--- src/rtl/unified_mem_arbiter.sv ---
// Arbiter that lets instruction fetch and data access share one single-ported memory.
// Define ARB_RR_EN to use round-robin arbitration on ties. Without it, D always beats I.
module unified_mem_arbiter #(
    parameter int unsigned ADDR_W  = 32,
    parameter int unsigned DATA_W  = 32,
    parameter int unsigned TIMEOUT = 255
) (
    input  logic              clk,
    input  logic              rst,
    input  logic              if_req,
    input  logic [ADDR_W-1:0] if_addr,
    input  logic              if_kill,
    output logic              if_done,
    output logic [DATA_W-1:0] if_rdata,
    input  logic              dm_req,
    input  logic              dm_we,
    input  logic [ADDR_W-1:0] dm_addr,
    input  logic [DATA_W-1:0] dm_wdata,
    output logic              dm_done,
    output logic [DATA_W-1:0] dm_rdata,
    output logic              stall_F,
    output logic              stall_M,
    output logic              mem_req,
    output logic              mem_we,
    output logic [ADDR_W-1:0] mem_addr,
    output logic [DATA_W-1:0] mem_wdata,
    input  logic              mem_rvalid,
    input  logic [DATA_W-1:0] mem_rdata,
    output logic              err_timeout
);

    localparam int unsigned CNT_W = (TIMEOUT < 1) ? 1 : $clog2(TIMEOUT + 1);

    typedef enum logic [1:0] {IDLE, WAIT_I, WAIT_D} state_t;

    state_t             state;
    logic [CNT_W-1:0]   cnt;
    logic               drop;
    logic               at_limit;
    logic               finish;
    logic               i_ok;
    logic               pick_i;

    // A transaction ends on a response or when the wait budget runs out. A response wins a tie.
    assign at_limit = (cnt == CNT_W'(TIMEOUT));
    assign finish   = mem_rvalid || at_limit;
    assign i_ok     = if_req && !if_kill;

`ifdef ARB_RR_EN
    logic last_i;
    assign pick_i = i_ok && (!dm_req || !last_i);
`else
    assign pick_i = i_ok && !dm_req;
`endif

    assign if_done     = !rst && (state == WAIT_I) && finish && !drop && !if_kill;
    assign dm_done     = !rst && (state == WAIT_D) && finish;
    assign err_timeout = !rst && (state != IDLE) && at_limit && !mem_rvalid;
    assign if_rdata    = mem_rdata;
    assign dm_rdata    = mem_rdata;
    assign stall_F     = if_req && !if_done;
    assign stall_M     = dm_req && !dm_done;

    always_ff @(posedge clk) begin
        if (rst) begin
            state     <= IDLE;
            cnt       <= '0;
            drop      <= 1'b0;
            mem_req   <= 1'b0;
            mem_we    <= 1'b0;
            mem_addr  <= '0;
            mem_wdata <= '0;
`ifdef ARB_RR_EN
            last_i    <= 1'b0;
`endif
        end else begin
            mem_req <= 1'b0;
            case (state)
                IDLE: begin
                    if (pick_i) begin
                        state     <= WAIT_I;
                        mem_req   <= 1'b1;
                        mem_we    <= 1'b0;
                        mem_addr  <= if_addr;
                        mem_wdata <= '0;
                        cnt       <= '0;
`ifdef ARB_RR_EN
                        last_i    <= 1'b1;
`endif
                    end else if (dm_req) begin
                        state     <= WAIT_D;
                        mem_req   <= 1'b1;
                        mem_we    <= dm_we;
                        mem_addr  <= dm_addr;
                        mem_wdata <= dm_wdata;
                        cnt       <= '0;
`ifdef ARB_RR_EN
                        last_i    <= 1'b0;
`endif
                    end
                end
                WAIT_I: begin
                    // A kill seen in the same cycle as the response is handled combinationally on if_done.
                    if (finish) begin
                        state <= IDLE;
                        drop  <= 1'b0;
                    end else begin
                        cnt <= cnt + CNT_W'(1);
                        if (if_kill) drop <= 1'b1;
                    end
                end
                WAIT_D: begin
                    if (finish) state <= IDLE;
                    else        cnt   <= cnt + CNT_W'(1);
                end
                default: state <= IDLE;
            endcase
        end
    end

endmodule
--- config.mk ---
export PLATFORM = sky130hd
export DESIGN_NAME = unified_mem_arbiter
export DESIGN_NICKNAME = d
export VERILOG_FILES = /design/src/rtl/unified_mem_arbiter.sv
export SDC_FILE = /design/constraint.sdc
export NUM_CORES = 1
export LEC_CHECK = 0
export ABC_CLOCK_PERIOD_IN_PS = 5000
export CAP_MARGIN = 40
export CORE_AREA = 2 2 105 107
export CTS_BUF_LIST = sky130_fd_sc_hd__clkbuf_8
export CTS_CLUSTER_DIAMETER = 150
export CTS_CLUSTER_SIZE = 16
export DETAILED_ROUTE_END_ITERATION = 6
export DIE_AREA = 0 0 107 109
export PLACE_DENSITY = 0.91
export REMOVE_ABC_BUFFERS = 1
export SYNTH_ARGS = -nofsm -noshare
export SYNTH_HDL_FRONTEND = slang
export SYNTH_SLANG_ARGS = --single-unit
--- constraint.sdc ---
create_clock -name clk -period 5 [get_ports clk]
set_input_delay 1.25 -clock clk [delete_from_list [all_inputs] [get_ports clk]]
set_output_delay 1.25 -clock clk [all_outputs]
set_load 0.03 [all_outputs]
Word level (Yosys, flattened, before mapping)
Cells that the tools add are included.
{"block": "word_totals", "register_bits": 77, "out_inout_bits": 135, "elab_cells": 65, "in_bits": 135}
{"block": "classes", "bitwise_logic": 1, "muxes": 18, "reduce_logical": 32, "add_sub_neg": 1, "n_eq_ne": 6}
{"op": "32-bit 2-to-1 mux", "n": 4}
{"op": "8-bit 2-to-1 mux", "n": 3}
{"op": "8-bit one-hot mux with 2 select lines", "n": 1}
{"op": "1-bit logical AND", "n": 13}
{"op": "8-bit by 1-bit adder with 8-bit output, second input constant", "n": 1}
{"op": "8-bit equality test, second input constant", "n": 1}
{"op": "2-bit nonzero test", "n": 4}
{"op": "1-bit logical NOT", "n": 7}
{"op": "1-bit 2-to-1 mux", "n": 6}
{"op": "2-bit 2-to-1 mux", "n": 3}
{"op": "2-bit AND reduction", "n": 3}
{"op": "2-bit one-hot mux with 2 select lines", "n": 1}
{"op": "2-bit OR reduction", "n": 2}
{"op": "3-bit != test, second input constant", "n": 1}
{"op": "3-bit AND reduction", "n": 1}
{"op": "2-bit by 1-bit equality test with 1-bit output, second input constant", "n": 1}
{"op": "2-bit equality test, second input constant", "n": 1}
{"op": "2-bit logical NOT", "n": 1}
{"op": "2-bit by 1-bit != test with 1-bit output, second input constant", "n": 1}
{"op": "2-bit != test, second input constant", "n": 1}
{"op": "1-bit logical OR", "n": 1}
{"op": "1-bit NOT", "n": 1}

Longest topological paths before layout
Gate-level depths: netlist of run 1.
{"block": "logic_depth", "ltp_word": 7, "mapped_depth": 7, "ltp_nobuf": 6}

Worst setup path after synthesis of run 1
Ideal clock, no wire load.
{"block": "synth_timing", "path_type": "input port to output port", "start": "input port mem_rvalid", "end": "output port stall_M", "required_ns": 3.750, "arrival_ns": 2.546, "n_path_buf": 0, "stages": 3, "slack_ns": 1.204, "path_cell_list": "o21ba_4 > nor3b_1 > nor2b_1"}
{"block": "synth_via", "elab_chain_cells": 4}
{"item": "start: declaration", "line_no": "27", "rtl": "input logic mem_rvalid,"}
{"item": "1-bit logical OR", "line_no": "46", "rtl": "assign finish = mem_rvalid || at_limit;"}
{"item": "1-bit logical AND", "line_no": "57", "rtl": "assign dm_done = !rst && (state == WAIT_D) && finish;"}
{"item": "net dm_done", "line_no": "19", "rtl": "output logic dm_done,"}
{"item": "1-bit logical NOT", "line_no": "62", "rtl": "assign stall_M = dm_req && !dm_done;"}
{"item": "1-bit logical AND", "line_no": "62"}
{"item": "end: declaration", "line_no": "22", "rtl": "output logic stall_M,"}
The timed path passes the listed nets, and every way through them passes these cells.

Worst setup path in the final report of run 1
{"block": "layout_timing", "start": "input port mem_rvalid", "end": "output port if_done"}
{"block": "layout_via", "elab_chain_cells": 4}
{"item": "1-bit logical OR", "line_no": "46"}
{"item": "1-bit logical AND (3 in series)", "line_no": "56", "rtl": "assign if_done = !rst && (state == WAIT_I) && finish && !drop && !if_kill;"}
{"item": "end: declaration", "line_no": "13", "rtl": "output logic if_done,"}
No other way between the ends.

==> results.ini, run 1 <==
[timing]
finalHoldViolCount = 0
clock.fmax_ghz = 0.236
maxSlewViolCount = 0
maxSlewHeadroom_pct = 48.6
max_slew.worst_pin.slew_ns = 0.768
tns_ns = 0
finalSetupViolCount = 0
setup_ws_ns = 0.761
min_period_ns = 4.24
period_share_pct = 84.8
fin_skew_ns = 0.00926
rsz0062_at_grt = no
holdWs_ns = 0.498

[setup_path]
cp.depth = 4
end_kind = primary output
path_max_fanout = 15
crit_top_cell = clkdlybuf4s50_1
critical_path.startpoint_type = input port
crit_family = buffers and inverters
worst-path-buf-inv = 2
cp_slowest_stage_delay_ns = 0.74
crit_chain = clkdlybuf4s50_1, o21ba_4, nor3_1, clkdlybuf4s50_1
cp_slowest_cell = clkdlybuf4s50_1
crit_type = in2out
arrival_ns = 2.99
reg2regPathDepth = 6
worstPathRequired_ns = 3.75

[status]
status = finished clean

[clock_tree]
clk_pin_slew_ns = 0.07
ctsHtreeMaxLevel = 3
root_buffer = clkbuf_8
ctsResizeCount = 0
ctsHoldBuffers = 0
clock-sinks = 77
cts_setup_buffers = 0
clock_path_buffers = 2
cts_buffers = 9
clk_latency_ns = 0.34
cts_tree = done

[logic_synthesis]
syn_inst = 408
yosys_warnings = 0
ys.flop_type = dfxtp_1
async_flop_share_pct = 0
ys_seq_area_share_pct = 41.6
yosysUniqueCellTypes = 38
syn_avg_cell_area_um2 = 9.09
synth_edf_count = 0
syn-cell-area_mm2 = 0.00371
ys_ff_latch = 77

[power_and_ir_drop]
pwr-share-clk_pct = 30.9
p_int_mw = 1.16
power_frac_seq_pct = 41.6
power_mw = 1.66
power_density_mw_per_mm2 = 313
sw_frac_of_total_pct = 30.2
p_leak_nw = 1.93
ir_drop_v = 0.000146
comb_power_share_pct = 27.5
switchingPower_mw = 0.501

[job]
drv_cap = 0

[global_routing]
antenna_found_initial = 0
grt_pass1_vias = 3341
grt_overflow_total = 0
grtUsageTotal_pct = 20.7
grt_pass1_wl_um = 18100
grt_max_degree = 52

[cells_and_area]
diodes = 0
drive_gt1_share_pct = 5.87
area_growth_pct = 43.0
nets = 645

[placement]
port_buffers = 173
dp_hpwl_um = 9680
place.gp.congestion = 0.803
place_ws_ns = 0.794

[routing]
drt-initial-drc-count = 121
ant_nets = 0
drt-total-wl_um = 12200
drc = 0
avgRoutedWirePerCell_um = 18.7
firstDrtPassIters = 4
num_vias = 3341
via_per_inst = 5.13

[die]
die-area_mm2 = 0.0117
rows = 38
initial_utilization_pct = 35.0
ios = 270
fp.dieH_um = 109
die_x_um = 107
fp.coreArea_mm2 = 0.0106

[worst_hold_path]
whs_path_depth = 2
worstHoldPathType = reg2reg

==> layout by cell type (no fill, tap or decap), types with 2 or more instances in the layout <==
cell	instances
nand3_1	2
buf_12	2
nor2b_1	5
nand2b_1	2
and2_1	3
inv_1	7
clkinv_2	2
o32ai_1	2
bufinv_16	2
nand2_1	6
ha_1	4
clkdlybuf4s50_1	172
nor2_1	71
and3_1	2
nand4_1	4
mux2i_1	32
nor3_1	4
a211oi_1	32
a21oi_1	2
o21ai_0	3
clkbuf_8	9
a31oi_1	6
a41oi_1	5
dfxtp_1	77
buf_4	3
a22oi_1	33
==> registers in the layout, indices dropped and copies added, names as in the netlist <==
register / cells
state: 2
mem_addr: 32
mem_wdata: 32
mem_req: 1
drop: 1
mem_we: 1
cnt: 8
==> power groups by stage <==
stage	registers [mW]	logic (mW)	clock network, mW
after floorplan	0.798	0.130	0
after global placement	0.701	0.441	0
after detailed placement	0.705	0.457	0
after CTS	0.691	0.459	0.529
after global routing	0.698	0.488	0.557
final	0.691	0.457	0.513
==> metrics by stage <==
stage               util [%]  cell area (um^2)  cells
finish                  50.0              5310    651
global route            50.0              5310    651
CTS                     50.0              5310    651
detailed placement      48.0              5090    635
global placement        47.5              5040    632
floorplan                  -              3110    316
==> cell usage after synthesis (3+ instances only) <==
cell type | number | area share, %
mux2i_1 | 32 | 8.6
nand2_1 | 6 | 0.61
buf_2 | 4 | 0.54
a31oi_1 | 6 | 1.0
a22oi_1 | 33 | 6.7
clkbuf_1 | 18 | 1.8
buf_4 | 67 | 14
ha_1 | 4 | 1.3
dfxtp_1 | 77 | 42
o21ai_0 | 3 | 0.40
and2_1 | 3 | 0.51
a41oi_1 | 5 | 1.2
nor2_1 | 71 | 7.2
nor2b_1 | 5 | 0.84
a211oi_1 | 32 | 6.5
nor3_1 | 4 | 0.54
buf_1 | 3 | 0.30
inv_1 | 6 | 0.61
nand4_1 | 4 | 0.67
==> worst register-to-register path: stages (launching register included) <==
cell and delay [ns]:
dfxtp_1 0.35, inv_1 0.08, ha_1 0.40, inv_1 0.09, nor2_1 0.61, o21ai_0 0.20
a31oi_1 0.20
==> cell type report <==
cell class                 count  area [um^2]
fill                         965         5300
multi-input combinational    233         1550
clock buffer                   9          124
clock inverter                 7         90.1
sequential                    77         1540
timing repair buffer         179         1800
tap                          140          175
inverter                       6         22.5
==> path summary, 6_finish.rpt <==
check              from       to  slack (ns)
max          mem_rvalid  if_done        0.76
min reg2reg      cnt[1]   cnt[1]        0.50
min              cnt[1]   cnt[1]        0.50
max reg2reg    state[1]   cnt[7]        3.01
==> layer usage <==
layer	vias up	global-route usage (%)	routed length [um]	share of wire, %
met5	-	5.36	69	0.57
met3	32	17.9	2240	18
met2	199	31.3	5360	44
met1	1534	19.7	4180	34
li1	1574	-	-	-
met4	2	9.09	306	2.5
==> cells by family (layout without fill, tap and decap cells) <==
family / Yosys count / in the layout / synth area share (%)
DFF: 77 / 77 / 41.6
buffers and inverters: 98 / 201 / 16.8
and+or+nand+nor: 106 / 106 / 12.9
adders and majority gates: 4 / 4 / 1.35
AOI/OAI and AO/OA: 91 / 91 / 18.8
muxes: 32 / 32 / 8.64
Power figures use the tool's default switching activity.
==> run 2: changes to the inputs <==
--- a/config.mk
+++ b/config.mk
@@ -5,15 +5,15 @@
 export SDC_FILE = /design/constraint.sdc
 export NUM_CORES = 1
 export LEC_CHECK = 0
-export ABC_CLOCK_PERIOD_IN_PS = 5000
+export ABC_CLOCK_PERIOD_IN_PS = 3600
 export CAP_MARGIN = 40
-export CORE_AREA = 2 2 105 107
+export CORE_MARGIN = 2
+export CORE_UTILIZATION = 32
 export CTS_BUF_LIST = sky130_fd_sc_hd__clkbuf_8
 export CTS_CLUSTER_DIAMETER = 150
 export CTS_CLUSTER_SIZE = 16
 export DETAILED_ROUTE_END_ITERATION = 6
-export DIE_AREA = 0 0 107 109
-export PLACE_DENSITY = 0.91
+export PLACE_DENSITY = 0.88
 export REMOVE_ABC_BUFFERS = 1
 export SYNTH_ARGS = -nofsm -noshare
 export SYNTH_HDL_FRONTEND = slang
==> constraint.sdc (replaced) <==
create_clock -name clk -period 3.6 [get_ports clk]
set_input_delay 0.9 -clock clk [delete_from_list [all_inputs] [get_ports clk]]
set_output_delay 0.9 -clock clk [all_outputs]
set_load 0.03 [all_outputs]
==> run 2 against run 1 <==
Clock power up 54%. First-iteration DRC count increased by 90%. Register-to-register slack worse by 1.5 ns. Highest routed layer is now met4. Combinational power up 38%. Total power grew 43%. Cell count rose by 0.46%. Via count is 1.6% higher. Utilization fell by 3.3 points.
==> results.ini, run 2 (synthesis gave the netlist of run 1 again) <==
[setup_path]
reg2regPathDepth = 6
path_max_fanout = 15
worstPathRequired_ns = 2.70
cp_slowest_stage_delay_ns = 0.72
crit_chain = clkdlybuf4s50_1, o21ba_4, nor3_1, clkdlybuf4s50_1
end_kind = primary output
cp.depth = 4
crit_top_cell = clkdlybuf4s50_1
cp_slowest_cell = clkdlybuf4s50_1
worst-path-buf-inv = 2
critical_path.startpoint_type = input port
arrival_ns = 2.58
crit_type = in2out
crit_family = buffers and inverters

[clock_tree]
clock_path_buffers = 2
cts_tree = done
root_buffer = clkbuf_8
ctsHtreeMaxLevel = 3
ctsHoldBuffers = 0
cts_buffers = 9
clk_latency_ns = 0.34
clock-sinks = 77
clk_pin_slew_ns = 0.08

[routing]
firstDrtPassIters = 5
num_vias = 3394
drt-total-wl_um = 11700
avgRoutedWirePerCell_um = 17.9
via_per_inst = 5.19
drc = 0
ant_nets = 0
drt-initial-drc-count = 230

[placement]
place.gp.congestion = 0.787
post-place-cells = 638
place_ws_ns = 0.117
dpl_cell_area_mm2 = 0.00506
port_buffers = 173
dp_hpwl_um = 8770

[timing]
max_slew.worst_pin.slew_ns = 0.785
min_period_ns = 3.48
setup_ws_ns = 0.122
maxSlewHeadroom_pct = 47.5
finalHoldViolCount = 0
finalSetupViolCount = 0
maxSlewViolCount = 0
holdWs_ns = 0.484
fin_skew_ns = 0.00865
rsz0062_at_grt = no
period_share_pct = 96.6
tns_ns = 0
clock.fmax_ghz = 0.288

[worst_hold_path]
worstHoldPathType = reg2reg
whs_path_depth = 1

[cells_and_area]
nets = 645
final_cell_mix = clkdlybuf4s50_1, dfxtp_1, nor2_1, a22oi_1
area_growth_pct = 43.3
reg_top3 = mem_addr (32), mem_wdata (32), cnt (8)
fin_area_mm2 = 0.00531
diodes = 0
layout_commonest_cell = clkdlybuf4s50_1
stdcell_count = 654
fin_util_pct = 46.7
drive_gt1_share_pct = 5.87

[power_and_ir_drop]
sw_frac_of_total_pct = 28.7
p_leak_nw = 1.95
ir_drop_v = 0.000180
switchingPower_mw = 0.682
pwr-share-clk_pct = 33.2
comb_power_share_pct = 26.4
power_frac_seq_pct = 40.3
power_mw = 2.38
p_int_mw = 1.70
power_density_mw_per_mm2 = 448

[global_routing]
antenna_found_initial = 0
grt_max_degree = 74
grt_pass1_vias = 3276
grt_pass1_wl_um = 17800
grt_overflow_total = 0
grtUsageTotal_pct = 18.3

[die]
die-area_mm2 = 0.0125
rows = 39
fp.dieH_um = 112
ios = 270
initial_utilization_pct = 32.6
die_x_um = 112
fp.coreArea_mm2 = 0.0114

[status]
status = finished clean

[job]
drv_cap = 0

-- run 2: changes by cell type in the layout (fill, tap and decap cells not counted), sizes merged --
cell and delta:
clkbuf +1, clkinv -2, clkdlybuf4s50 -1, bufinv +1, dlymetal6s2s +1
-- run 2: timing repair --
| action | 4_1_cts | 5_1_grt |
|---|---|---|
| gates resized for setup | 0 | 1 |
| setup endpoints to repair | 0 | 1 |
| buffers inserted | 0 | 0 |
-- run 2: path summary, 6_finish.rpt --
check / endpoint / slack, ns / start
setup / recovery: if_done / 0.12 / mem_rvalid
setup reg to reg: cnt[3] / 1.51 / state[0]
hold reg to reg: cnt[7] / 0.48 / cnt[7]
hold / removal: cnt[7] / 0.48 / cnt[7]
-- run 2: per-layer routing --
layer | routed length (um) | up-vias | global-route usage [%]
li1 | - | 1577 | -
met1 | 4920 | 1555 | 21.9
met2 | 4770 | 247 | 25.6
met3 | 1920 | 15 | 13.2
met4 | 132 | 0 | 5.35
met5 | 0 | - | 6.67
-- run 2: worst register-to-register path, delay by kind of cell (launching register included) --
| family | cells | cell delay, ns |
|---|---|---|
| and+or+nand+nor | 1 | 0.62 |
| AOI/OAI and AO/OA | 2 | 0.45 |
| adders and majority gates | 1 | 0.42 |
| DFF | 1 | 0.35 |
| buffers and inverters | 2 | 0.17 |
-- run 2: power by group through the flow --
stage,clock network [mW],registers (mW),logic (mW)
5_1_grt,0.857,0.967,0.672
3_5_place_dp,0,0.978,0.629
2_1_floorplan,0,1.11,0.181
3_3_place_gp,0,0.974,0.615
6_report,0.790,0.959,0.629
4_1_cts,0.818,0.959,0.632
-- run 2: layout make-up --
| type | instances | area, um^2 |
|---|---|---|
| well taps | 143 | 179 |
| multi-input cells | 233 | 1550 |
| inverters | 6 | 22.5 |
| clock buffers | 10 | 138 |
| clock inverters | 6 | 110 |
| repair buffers | 179 | 1770 |
| fillers | 1075 | 6060 |
| flip-flops and latches | 77 | 1540 |
